$ cat config.mk
export PLATFORM = sky130hd
export DESIGN_NAME = serial_out_sequencer
export DESIGN_NICKNAME = d
export VERILOG_FILES = /design/src/rtl/serial_out_sequencer_pkg.sv /design/src/rtl/serial_out_sequencer_fifo.sv /design/src/rtl/serial_out_sequencer.sv
export SDC_FILE = /design/constraint.sdc
export NUM_CORES = 1
export LEC_CHECK = 0
export ABC_AREA = 1
export BUFFER_PORTS_ARGS = -buffer_cell sky130_fd_sc_hd__buf_2
export CORE_MARGIN = 4
export CORE_UTILIZATION = 60
export DETAILED_ROUTE_END_ITERATION = 16
export HOLD_SLACK_MARGIN = 0.12
export PLACE_DENSITY_LB_ADDON = 0.15
export REMOVE_ABC_BUFFERS = 1
export SETUP_SLACK_MARGIN = 0.1
export SLEW_MARGIN = 0
export SYNTH_ARGS = -nofsm -noshare
export SYNTH_HDL_FRONTEND = slang
export SYNTH_SLANG_ARGS = --single-unit
export TNS_END_PERCENT = 5
$ cat constraint.sdc
create_clock -name clk -period 2.7 [get_ports clk]
set_input_delay 0.675 -clock clk [delete_from_list [all_inputs] [get_ports clk]]
set_output_delay 0.675 -clock clk [all_outputs]
set_load 0.01 [all_outputs]
$ cat src/rtl/serial_out_sequencer_pkg.sv
// Shared types for the serial output sequencer: FSM states, idle-mode
// encodings shared with the serial stage, and internal counter widths.
package serial_out_sequencer_pkg;

  typedef enum logic [1:0] {
    ST_IDLE = 2'd0,
    ST_LOAD = 2'd1,
    ST_BUSY = 2'd2,
    ST_GAP  = 2'd3
  } state_e;

  typedef enum logic [1:0] {
    IDLE_HIGH   = 2'd0,
    IDLE_LOW    = 2'd1,
    IDLE_KEEP   = 2'd2,
    IDLE_REPEAT = 2'd3
  } idle_mode_e;

  localparam int IDLE_W = 2;
  localparam int GAP_W  = 16;

endpackage

$ cat src/rtl/serial_out_sequencer_fifo.sv
// Synchronous FIFO with registered full/empty flags and a flush that
// discards all entries and suppresses any push or pop in the same cycle.
module serial_out_sequencer_fifo #(
  parameter int WIDTH    = 19,
  parameter int ADDR_BIT = 3
) (
  input  logic             clk,
  input  logic             rst,
  input  logic             wr_en,
  input  logic [WIDTH-1:0] wr_data,
  input  logic             rd_en,
  input  logic             flush,
  output logic [WIDTH-1:0] rd_data,
  output logic             full,
  output logic             empty
);

  localparam int DEPTH = 1 << ADDR_BIT;

  logic [WIDTH-1:0]    mem [DEPTH];
  logic [ADDR_BIT-1:0] wr_ptr_q, wr_ptr_d;
  logic [ADDR_BIT-1:0] rd_ptr_q, rd_ptr_d;
  logic [ADDR_BIT:0]   count_q, count_d;
  logic                full_q, full_d;
  logic                empty_q, empty_d;
  logic                do_push, do_pop;

  assign do_push = wr_en && !full_q && !flush;
  assign do_pop  = rd_en && !empty_q && !flush;

  // NOTE: every signal written here gets a default first, so no path leaves
  // it unassigned and no latch is inferred.
  always_comb begin
    wr_ptr_d = wr_ptr_q;
    rd_ptr_d = rd_ptr_q;
    count_d  = count_q;
    if (flush) begin
      wr_ptr_d = '0;
      rd_ptr_d = '0;
      count_d  = '0;
    end else begin
      if (do_push) wr_ptr_d = wr_ptr_q + ADDR_BIT'(1);
      if (do_pop)  rd_ptr_d = rd_ptr_q + ADDR_BIT'(1);
      case ({do_push, do_pop})
        2'b10:   count_d = count_q + (ADDR_BIT+1)'(1);
        2'b01:   count_d = count_q - (ADDR_BIT+1)'(1);
        default: count_d = count_q;
      endcase
    end
    full_d  = (count_d == (ADDR_BIT+1)'(DEPTH));
    empty_d = (count_d == '0);
  end

  // NOTE: non-blocking assignments for all flops so every register samples
  // the pre-edge values regardless of statement order.
  always_ff @(posedge clk) begin
    if (rst) begin
      wr_ptr_q <= '0;
      rd_ptr_q <= '0;
      count_q  <= '0;
      full_q   <= 1'b0;
      empty_q  <= 1'b1;
    end else begin
      wr_ptr_q <= wr_ptr_d;
      rd_ptr_q <= rd_ptr_d;
      count_q  <= count_d;
      full_q   <= full_d;
      empty_q  <= empty_d;
    end
  end

  // NOTE: storage is deliberately not reset; the pointers and count alone
  // decide which entries are valid, so clearing it would only add logic.
  always_ff @(posedge clk) begin
    if (do_push) mem[wr_ptr_q] <= wr_data;
  end

  assign rd_data = mem[rd_ptr_q];
  assign full    = full_q;
  assign empty   = empty_q;

endmodule

$ cat src/rtl/serial_out_sequencer.sv
// Feeds buffered words one at a time to the serial output stage: load, start
// pulse, wait for done, optional inter-word gap; abort stops and flushes.
module serial_out_sequencer
  import serial_out_sequencer_pkg::*;
#(
  parameter int DATA_BIT   = 16,
  parameter int ADDR_BIT   = 3,
  parameter int GAP_CYCLES = 4,
  parameter int CNT_BIT    = 16
) (
  input  logic                clk,
  input  logic                rst,
  input  logic                i_wr_en,
  input  logic [DATA_BIT-1:0] i_wr_data,
  input  logic                i_wr_sel,
  input  logic [IDLE_W-1:0]   i_wr_idle,
  input  logic                i_abort,
  input  logic                i_done_tick,
  output logic                o_start,
  output logic                o_stop,
  output logic [DATA_BIT-1:0] o_data,
  output logic                o_sel_freq,
  output logic [IDLE_W-1:0]   o_idle_mode,
  output logic                o_full,
  output logic                o_empty,
  output logic                o_overflow,
  output logic                o_busy,
  output logic [CNT_BIT-1:0]  o_word_cnt
);

  localparam int ENTRY_W = DATA_BIT + 1 + IDLE_W;

  state_e              state_q, state_d;
  logic [DATA_BIT-1:0] data_q, data_d;
  logic                sel_q, sel_d;
  logic [IDLE_W-1:0]   idle_q, idle_d;
  logic [GAP_W-1:0]    gap_q, gap_d;
  logic [CNT_BIT-1:0]  cnt_q, cnt_d;
  logic                stop_q, stop_d;
  logic                ovf_q, ovf_d;

  logic                fifo_pop;
  logic                fifo_full, fifo_empty;
  logic [ENTRY_W-1:0]  fifo_rd_data;

  serial_out_sequencer_fifo #(
    .WIDTH    (ENTRY_W),
    .ADDR_BIT (ADDR_BIT)
  ) u_fifo (
    .clk     (clk),
    .rst     (rst),
    .wr_en   (i_wr_en),
    .wr_data ({i_wr_data, i_wr_sel, i_wr_idle}),
    .rd_en   (fifo_pop),
    .flush   (i_abort),
    .rd_data (fifo_rd_data),
    .full    (fifo_full),
    .empty   (fifo_empty)
  );

  always_comb begin
    state_d  = state_q;
    data_d   = data_q;
    sel_d    = sel_q;
    idle_d   = idle_q;
    gap_d    = gap_q;
    cnt_d    = cnt_q;
    fifo_pop = 1'b0;
    stop_d   = i_abort;
    ovf_d    = i_wr_en && (fifo_full || i_abort);

    // Abort overrides everything: no pop, no count, held outputs untouched.
    if (i_abort) begin
      state_d = ST_IDLE;
      gap_d   = '0;
    end else begin
      case (state_q)
        ST_IDLE: begin
          if (!fifo_empty) begin
            fifo_pop                 = 1'b1;
            {data_d, sel_d, idle_d}  = fifo_rd_data;
            state_d                  = ST_LOAD;
          end
        end
        ST_LOAD: state_d = ST_BUSY;
        ST_BUSY: begin
          if (i_done_tick) begin
            cnt_d = cnt_q + CNT_BIT'(1);
            if (GAP_CYCLES == 0) begin
              state_d = ST_IDLE;
            end else begin
              state_d = ST_GAP;
              gap_d   = GAP_W'(GAP_CYCLES - 1);
            end
          end
        end
        ST_GAP: begin
          if (gap_q == '0) state_d = ST_IDLE;
          else             gap_d   = gap_q - GAP_W'(1);
        end
        default: state_d = ST_IDLE;
      endcase
    end
  end

  always_ff @(posedge clk) begin
    if (rst) begin
      state_q <= ST_IDLE;
      data_q  <= '0;
      sel_q   <= 1'b0;
      idle_q  <= '0;
      gap_q   <= '0;
      cnt_q   <= '0;
      stop_q  <= 1'b0;
      ovf_q   <= 1'b0;
    end else begin
      state_q <= state_d;
      data_q  <= data_d;
      sel_q   <= sel_d;
      idle_q  <= idle_d;
      gap_q   <= gap_d;
      cnt_q   <= cnt_d;
      stop_q  <= stop_d;
      ovf_q   <= ovf_d;
    end
  end

  assign o_start     = (state_q == ST_LOAD);
  assign o_stop      = stop_q;
  assign o_data      = data_q;
  assign o_sel_freq  = sel_q;
  assign o_idle_mode = idle_q;
  assign o_full      = fifo_full;
  assign o_empty     = fifo_empty;
  assign o_overflow  = ovf_q;
  assign o_busy      = (state_q != ST_IDLE) || !fifo_empty;
  assign o_word_cnt  = cnt_q;

endmodule

Yosys cells after proc, flatten, opt, wreduce, memory -nomap -nowiden. Memories as Yosys holds them, arrays and structs flattened. A register that Yosys moved wholly into a read port is not among the register bits. Index checks and enable logic that the tools add are counted.

Div/mod/pow operators: 0. Bitwise operators: 2. Multiply operators: 0. Shift operators: 0. Muxes and demuxes: 14. Order comparisons: 0. Reductions and logical operators: 20. Add/subtract/negate cells: 6. Equal/unequal tests: 10.

Operators with widths (count): two-way mux 16 bit (2); one-hot mux 16 bit (2 select lines) (1); adder 16 x 1 -> 16 bit, second input constant (1); zero test 16 bit (1); subtractor 16 x 1 -> 16 bit, second input constant (1); AND reduction 3 bit (4); != test 2 bit, second input constant (4); one-hot mux 2 bit (4 select lines) (1); one-hot mux 4 bit (2 select lines) (1); adder 3 x 1 -> 3 bit, second input constant (2); equality test 2 bit, second input constant (3); two-way mux 2 bit (3); logical AND 1 bit (5); two-way mux 1 bit (5); adder 4 x 1 -> 4 bit, second input constant (1); equality test 2 x 1 -> 1 bit, second input constant (2); equality test 4 bit, second input constant (1); zero test 4 bit (1); two-way mux 4 bit (1); nonzero test 2 bit (2); subtractor 4 x 1 -> 4 bit, second input constant (1); zero test 1 bit (3); zero test 2 bit (1); logical OR 1 bit (2); 2 further kinds (3).

Memories: 1. Latch bits: 0. Logic and storage cells: 63. Register bits: 48. Memory bits (writable): 152. Input bits: 24. Bits in read-only memories: 0. Output and inout port bits: 41.

Memories: u_fifo.mem (words 8, width 19, read ports 1, clocked after memory_dff 1, wr ports 1, RTL line serial_out_sequencer_fifo.sv:20) `logic [WIDTH-1:0] mem [DEPTH];`.

Logic depth before layout (Yosys ltp).
Word-level depth: 9. Gate-level depth with buffers: 16. Gate-level depth less buffers: 16.

By module. Synthesis repeated with hierarchy kept, for this count alone.

Cells, all modules: 955. Area, all modules: 9455.3 um2.

Modules (own cells, without submodules): serial_out_sequencer_fifo (area an instance 6658.9 um2, sequential area each 4864.7 um2, cells an instance 536, times used 1); serial_out_sequencer (area an instance 2796.4 um2, sequential area each 1101.1 um2, cells an instance 419, times used 1).

Worst setup path after synthesis. No wires, ideal clock.

Path kind: input port to flip-flop. Start point: in i_abort. End point: mem u_fifo.mem[0][0], enable pin. Setup slack: 0.375 ns. Arrival: 1.930 ns. Cell stages on the path: 5. Path buffers: 0. Setup time: 0.395 ns. Required time: 2.305 ns. Cell sequence: nor2_1 -> nand2_2 -> inv_1 -> nand2_1 -> nor2_1.

Longest elaborated chain between the ends: 4.

RTL lines: start, declared (RTL line serial_out_sequencer.sv:17) `input logic i_abort,`; zero test 1 bit (RTL line serial_out_sequencer_fifo.sv:28) `assign do_push = wr_en && !full_q && !flush;`; logical AND 1 bit (RTL line serial_out_sequencer_fifo.sv:28); two-way mux 1 bit (RTL line serial_out_sequencer_fifo.sv:75) `if (do_push) mem[wr_ptr_q] <= wr_data;`; two-way mux 1 bit (not written as such) (RTL line serial_out_sequencer_fifo.sv:75); end, declared (RTL line serial_out_sequencer_fifo.sv:20).

Every way passes these cells.

Worst setup path after layout.
Start point: reg state_q[0]. End point: reg u_fifo.empty_q, in the netlist u_fifo.empty.

Longest elaborated chain between the ends: 9. Elaborated cells on any way between the ends: 10. Classes of those cells: eq/ne (2); mux (4); reduce/logical (4).

RTL lines: start, declared (RTL line serial_out_sequencer.sv:33) `state_e state_q, state_d;`; start signal, assigned (RTL line serial_out_sequencer.sv:117) `state_q <= state_d;`; zero test 2 bit * (RTL line serial_out_sequencer.sv:77) `case (state_q)`; two-way mux 1 bit * (RTL line serial_out_sequencer.sv:77); two-way mux 1 bit * (RTL line serial_out_sequencer.sv:73) `if (i_abort) begin`; logical AND 1 bit * (2 in a row) (RTL line serial_out_sequencer_fifo.sv:29) `assign do_pop = rd_en && !empty_q && !flush;`; equality test 2 x 1 -> 1 bit or equality test 2 bit (tied branches) (RTL line serial_out_sequencer_fifo.sv:44) `case ({do_push, do_pop})`; one-hot mux 4 bit (2 select lines) * (RTL line serial_out_sequencer_fifo.sv:44); two-way mux 4 bit * (RTL line serial_out_sequencer_fifo.sv:37) `if (flush) begin`; zero test 4 bit * (RTL line serial_out_sequencer_fifo.sv:51) `empty_d = (count_d == '0);`; end signal, assigned (RTL line serial_out_sequencer_fifo.sv:68) `empty_q <= empty_d;`; end, declared (RTL line serial_out_sequencer_fifo.sv:25) `logic empty_q, empty_d;`.

Every way passes the cells marked *; elsewhere a longest branch is shown, timed or not. A chain may end at the register's enable or synchronous reset.

==> impl_summary.log <==
[metrics] worst setup slack for register-to-register paths: 530 ps
[metrics] post-synthesis cell count: 843
[metrics] post-detailed-route wirelength per cell: 17.0 microns
[metrics] largest cells by area after synthesis: sky130_fd_sc_hd__edfxtp_1, sky130_fd_sc_hd__dfxtp_1, sky130_fd_sc_hd__nor2_1
[metrics] final hold vios: 0
[metrics] routability congestion estimate from global placement: 0.975
[metrics] layout cells sized above 1: 0.152
[metrics] number of max-cap violations: 0
[metrics] post-synth top area share: 0.509
[metrics] CP Launch Type: flop
[metrics] initial drt markers: 462
[metrics] Setup Viol. Count Final: 0
[metrics] destination of the critical timing path: u_fifo.empty$_SDFF_PP1_
[metrics] worst-path fanout max: 4
[metrics] # nets final: 946
[metrics] class of the worst hold path: in2reg
[metrics] post-placement cell area: 9520 sq um
[metrics] highest attainable clock frequency: 0.460 GHz
[metrics] number of cells traversed by the worst register-to-register path: 14
[metrics] clock root buffer master: sky130_fd_sc_hd__clkbuf_16
[metrics] FF-to-FF Start: state_q[0]$_SDFFE_PP0P_
[metrics] die footprint: 17,000 sq um
[metrics] IO Count: 65
[metrics] clock tree from TritonCTS: done
[metrics] number of clock buffers inserted by TritonCTS: 22
[metrics] share of the cycle needed by the critical path after routing: 0.805
[metrics] aggregate routed wire length: 18,900 microns
[metrics] CORE AREA: 14,600 sq um
[metrics] summed instance area of the synthesized netlist: 8970 sq um
[metrics] number of register bits inferred by synthesis: 219
[metrics] kind of critical path: reg2reg
[metrics] source of the critical timing path: state_q[0]$_SDFFE_PP0P_
[metrics] Total Neg Setup Slack: 0 ps
[metrics] slew margin rel.: 0.437
[metrics] worst flop-to-flop path endpoint: u_fifo.empty$_SDFF_PP1_
[metrics] post-route cell area: 10,200 sq um
[metrics] antenna-violating nets left: 0
[metrics] worst endpoint data arrival time: 2600 ps
[metrics] PwrDens: 692 nW/um^2
[metrics] crit path capture type: flop
[metrics] area delta synth->final: 13.9%
[metrics] Worst Tran Pin Value: 843 ps
[metrics] die extent in y: 130 microns
[metrics] global-route congestion overflow total: 0
[metrics] overall via count from detail_route: 6,444
[metrics] Clk pin slew, worst setup/hold paths: 60 ps
[metrics] Distinct cells, synth: 39
[metrics] P_leak: 0.00382 uW
[metrics] largest net degree at the start of global routing: 78
[metrics] sequential cell area: 5910 sq um
[metrics] status: finished clean
[metrics] Avg Inst Size Synth: 10.6 sq um
[metrics] post-CTS repair timing setup buffer count: 0
[metrics] fill cell total of the finished layout: 1,024
[metrics] quantity of I/O buffers inserted on ports: 64
[metrics] Worst IR Drop VDD: 573 uV
[metrics] dominant cell type by area after synthesis: sky130_fd_sc_hd__edfxtp_1
[metrics] total area of multi-input combinational cells: 2710 sq um
[metrics] post-detailed-route DRC marker count: 0
[metrics] antenna violations before repair: 2
[metrics] first-pass GRT wire length: 30,400 microns
[metrics] required time of the critical path: 3120 ps
[metrics] final standard cell utilization of the core: 0.701
[metrics] total of warnings raised by yosys: 0
[metrics] number of cells upsized or downsized after cts: 0
[metrics] width of the die: 130 microns
[metrics] via count of the first global-routing pass: 6,083
[metrics] number of buffers inserted for hold repair after clock tree synthesis: 0
[metrics] Final Critical Period: 2170 ps
[metrics] final setup skew: 14.2 ps
[metrics] FP Rows: 44
[metrics] GRT Overall Usage: 0.226
[metrics] DR vias/cell: 5.79
[metrics] HPWL after DPL: 11,300 microns
[metrics] total number of clock tree sinks: 219
[metrics] initial core utilization: 0.615
[metrics] maximum clock path buffer count: 3
[metrics] First-pass DRT Iterations: 5
[metrics] pins over their slew limit: 0
[metrics] Clk Latency, worst-skew pair: 500 ps
[metrics] register area share after synthesis: 0.658
[metrics] unrepaired setup endpoints after global routing: false
[metrics] deepest level of the CTS H-tree: 1
==> flip-flops by register name, summed over array words and instances (netlist names), 2 cells and up <==
signal	count
o_data	16
o_word_cnt	16
u_fifo.rd_ptr_q	3
u_fifo.count_q	4
u_fifo.wr_ptr_q	3
o_idle_mode	2
gap_q	16
u_fifo.mem	152
state_q	2
==> worst max-delay path, stage by stage, from the launching register on <==
cell and delay [ps]:
sky130_fd_sc_hd__dfxtp_1 340, sky130_fd_sc_hd__inv_1 130, sky130_fd_sc_hd__ha_1 210, sky130_fd_sc_hd__inv_1 50
sky130_fd_sc_hd__nor2_1 130, sky130_fd_sc_hd__nand3_1 140, sky130_fd_sc_hd__nand2_1 110, sky130_fd_sc_hd__nand2_1 80
sky130_fd_sc_hd__inv_1 60, sky130_fd_sc_hd__ha_1 220, sky130_fd_sc_hd__o21ai_0 290, sky130_fd_sc_hd__nand2_1 90
sky130_fd_sc_hd__inv_1 80, sky130_fd_sc_hd__a21oi_1 70, sky130_fd_sc_hd__a21oi_1 110
==> cells in the mapped netlist (all sizes together) <==
cell type / number
edfxtp: 152
nor2: 147
nand2: 116
o21ai: 94
dfxtp: 67
a21oi: 56
inv: 52
clkbuf: 30
nand3: 19
o211ai: 19
o221ai: 19
o22ai: 19
buf: 11
ha: 11
xor2: 9
nand4: 4
nor3: 4
xnor2: 4
or2: 2
a31oi: 1
clkinv: 1
nor3b: 1
o21a: 1
o21ba: 1
o21bai: 1
o31a: 1
o31ai: 1
==> worst min-delay path by stage <==
stage	slack, ps	to	start	depth (start not counted)
final	440	o_overflow$_SDFF_PP0_	i_wr_en	3
after CTS	430	o_overflow$_SDFF_PP0_	i_wr_en	3
after global routing	440	u_fifo.mem[4][14]$_DFFE_PP_	i_wr_data[11]	1
after floorplan	450	gap_q[1]$_SDFFE_PP0P_	gap_q[1]$_SDFFE_PP0P_	2
after detailed placement	450	o_data[4]$_SDFFE_PP0P_	o_data[4]$_SDFFE_PP0P_	2
after global placement	450	o_data[3]$_SDFFE_PP0P_	o_data[3]$_SDFFE_PP0P_	2
==> layer usage <==
layer / share of wire / vias to the layer above / wire, microns / GRT usage
met1: 0.43 / 3076 / 8220 / 0.312
li1: - / 3091 / - / -
met4: 0.025 / 0 / 481 / 0.0880
met3: 0.060 / 44 / 1140 / 0.0282
met5: 0 / - / 0 / 0
met2: 0.48 / 233 / 9110 / 0.370
==> cells in the final DEF (no fill, tap or decap), drive strengths merged <==
master	n
nand2	116
nor2	147
clkinv	7
o31a	1
nor3	4
xnor2	4
o211ai	19
buf	85
xor2	9
o31ai	1
a31oi	1
o21ai	94
clkbuf	30
clkinvlp	2
nand4	4
a21oi	56
o22ai	19
inv	52
edfxtp	152
o221ai	19
bufinv	2
nor3b	1
o21bai	1
nand3	19
diode	2
ha	11
or2	2
o21a	1
o21ba	1
dfxtp	67
==> through the flow <==
step / worst slack, ps / hold WS, ps / cells / total power, uW
after floorplan: -605 / 448 / 802 / 4040
after global placement: 508 / 449 / 1071 / 4210
after detailed placement: 389 / 453 / 1071 / 4240
after CTS: 577 / 427 / 1111 / 7120
after global routing: 326 / 438 / 1113 / 7320
final: 527 / 439 / 1113 / 7070
==> where the power goes <==
part	leakage (uW)	internal (uW)	switching, uW
Sequential	0.00192	3640	25.0
Combinational	0.00158	163	342
Clock	0.000324	1700	1200
Total	0.00382	5500	1570
==> area by class of cell <==
cell class,instances,area share
antenna,2,0.000490
clock buffer,30,0.0568
clock inverter,10,0.0108
inverter,53,0.0196
multi-input combinational,530,0.265
sequential,219,0.578
tap,184,0.0225
timing repair buffer,85,0.0468
==> kinds of logic after synthesis <==
logic type | count (synthesis) | synth area share
simple gates | 293 | 0.134
flops | 219 | 0.658
compound gates | 213 | 0.137
buf+inv | 94 | 0.0425
xor+xnor | 13 | 0.0127
fa+ha+maj | 11 | 0.0153
Power figures use the tool's default switching activity.
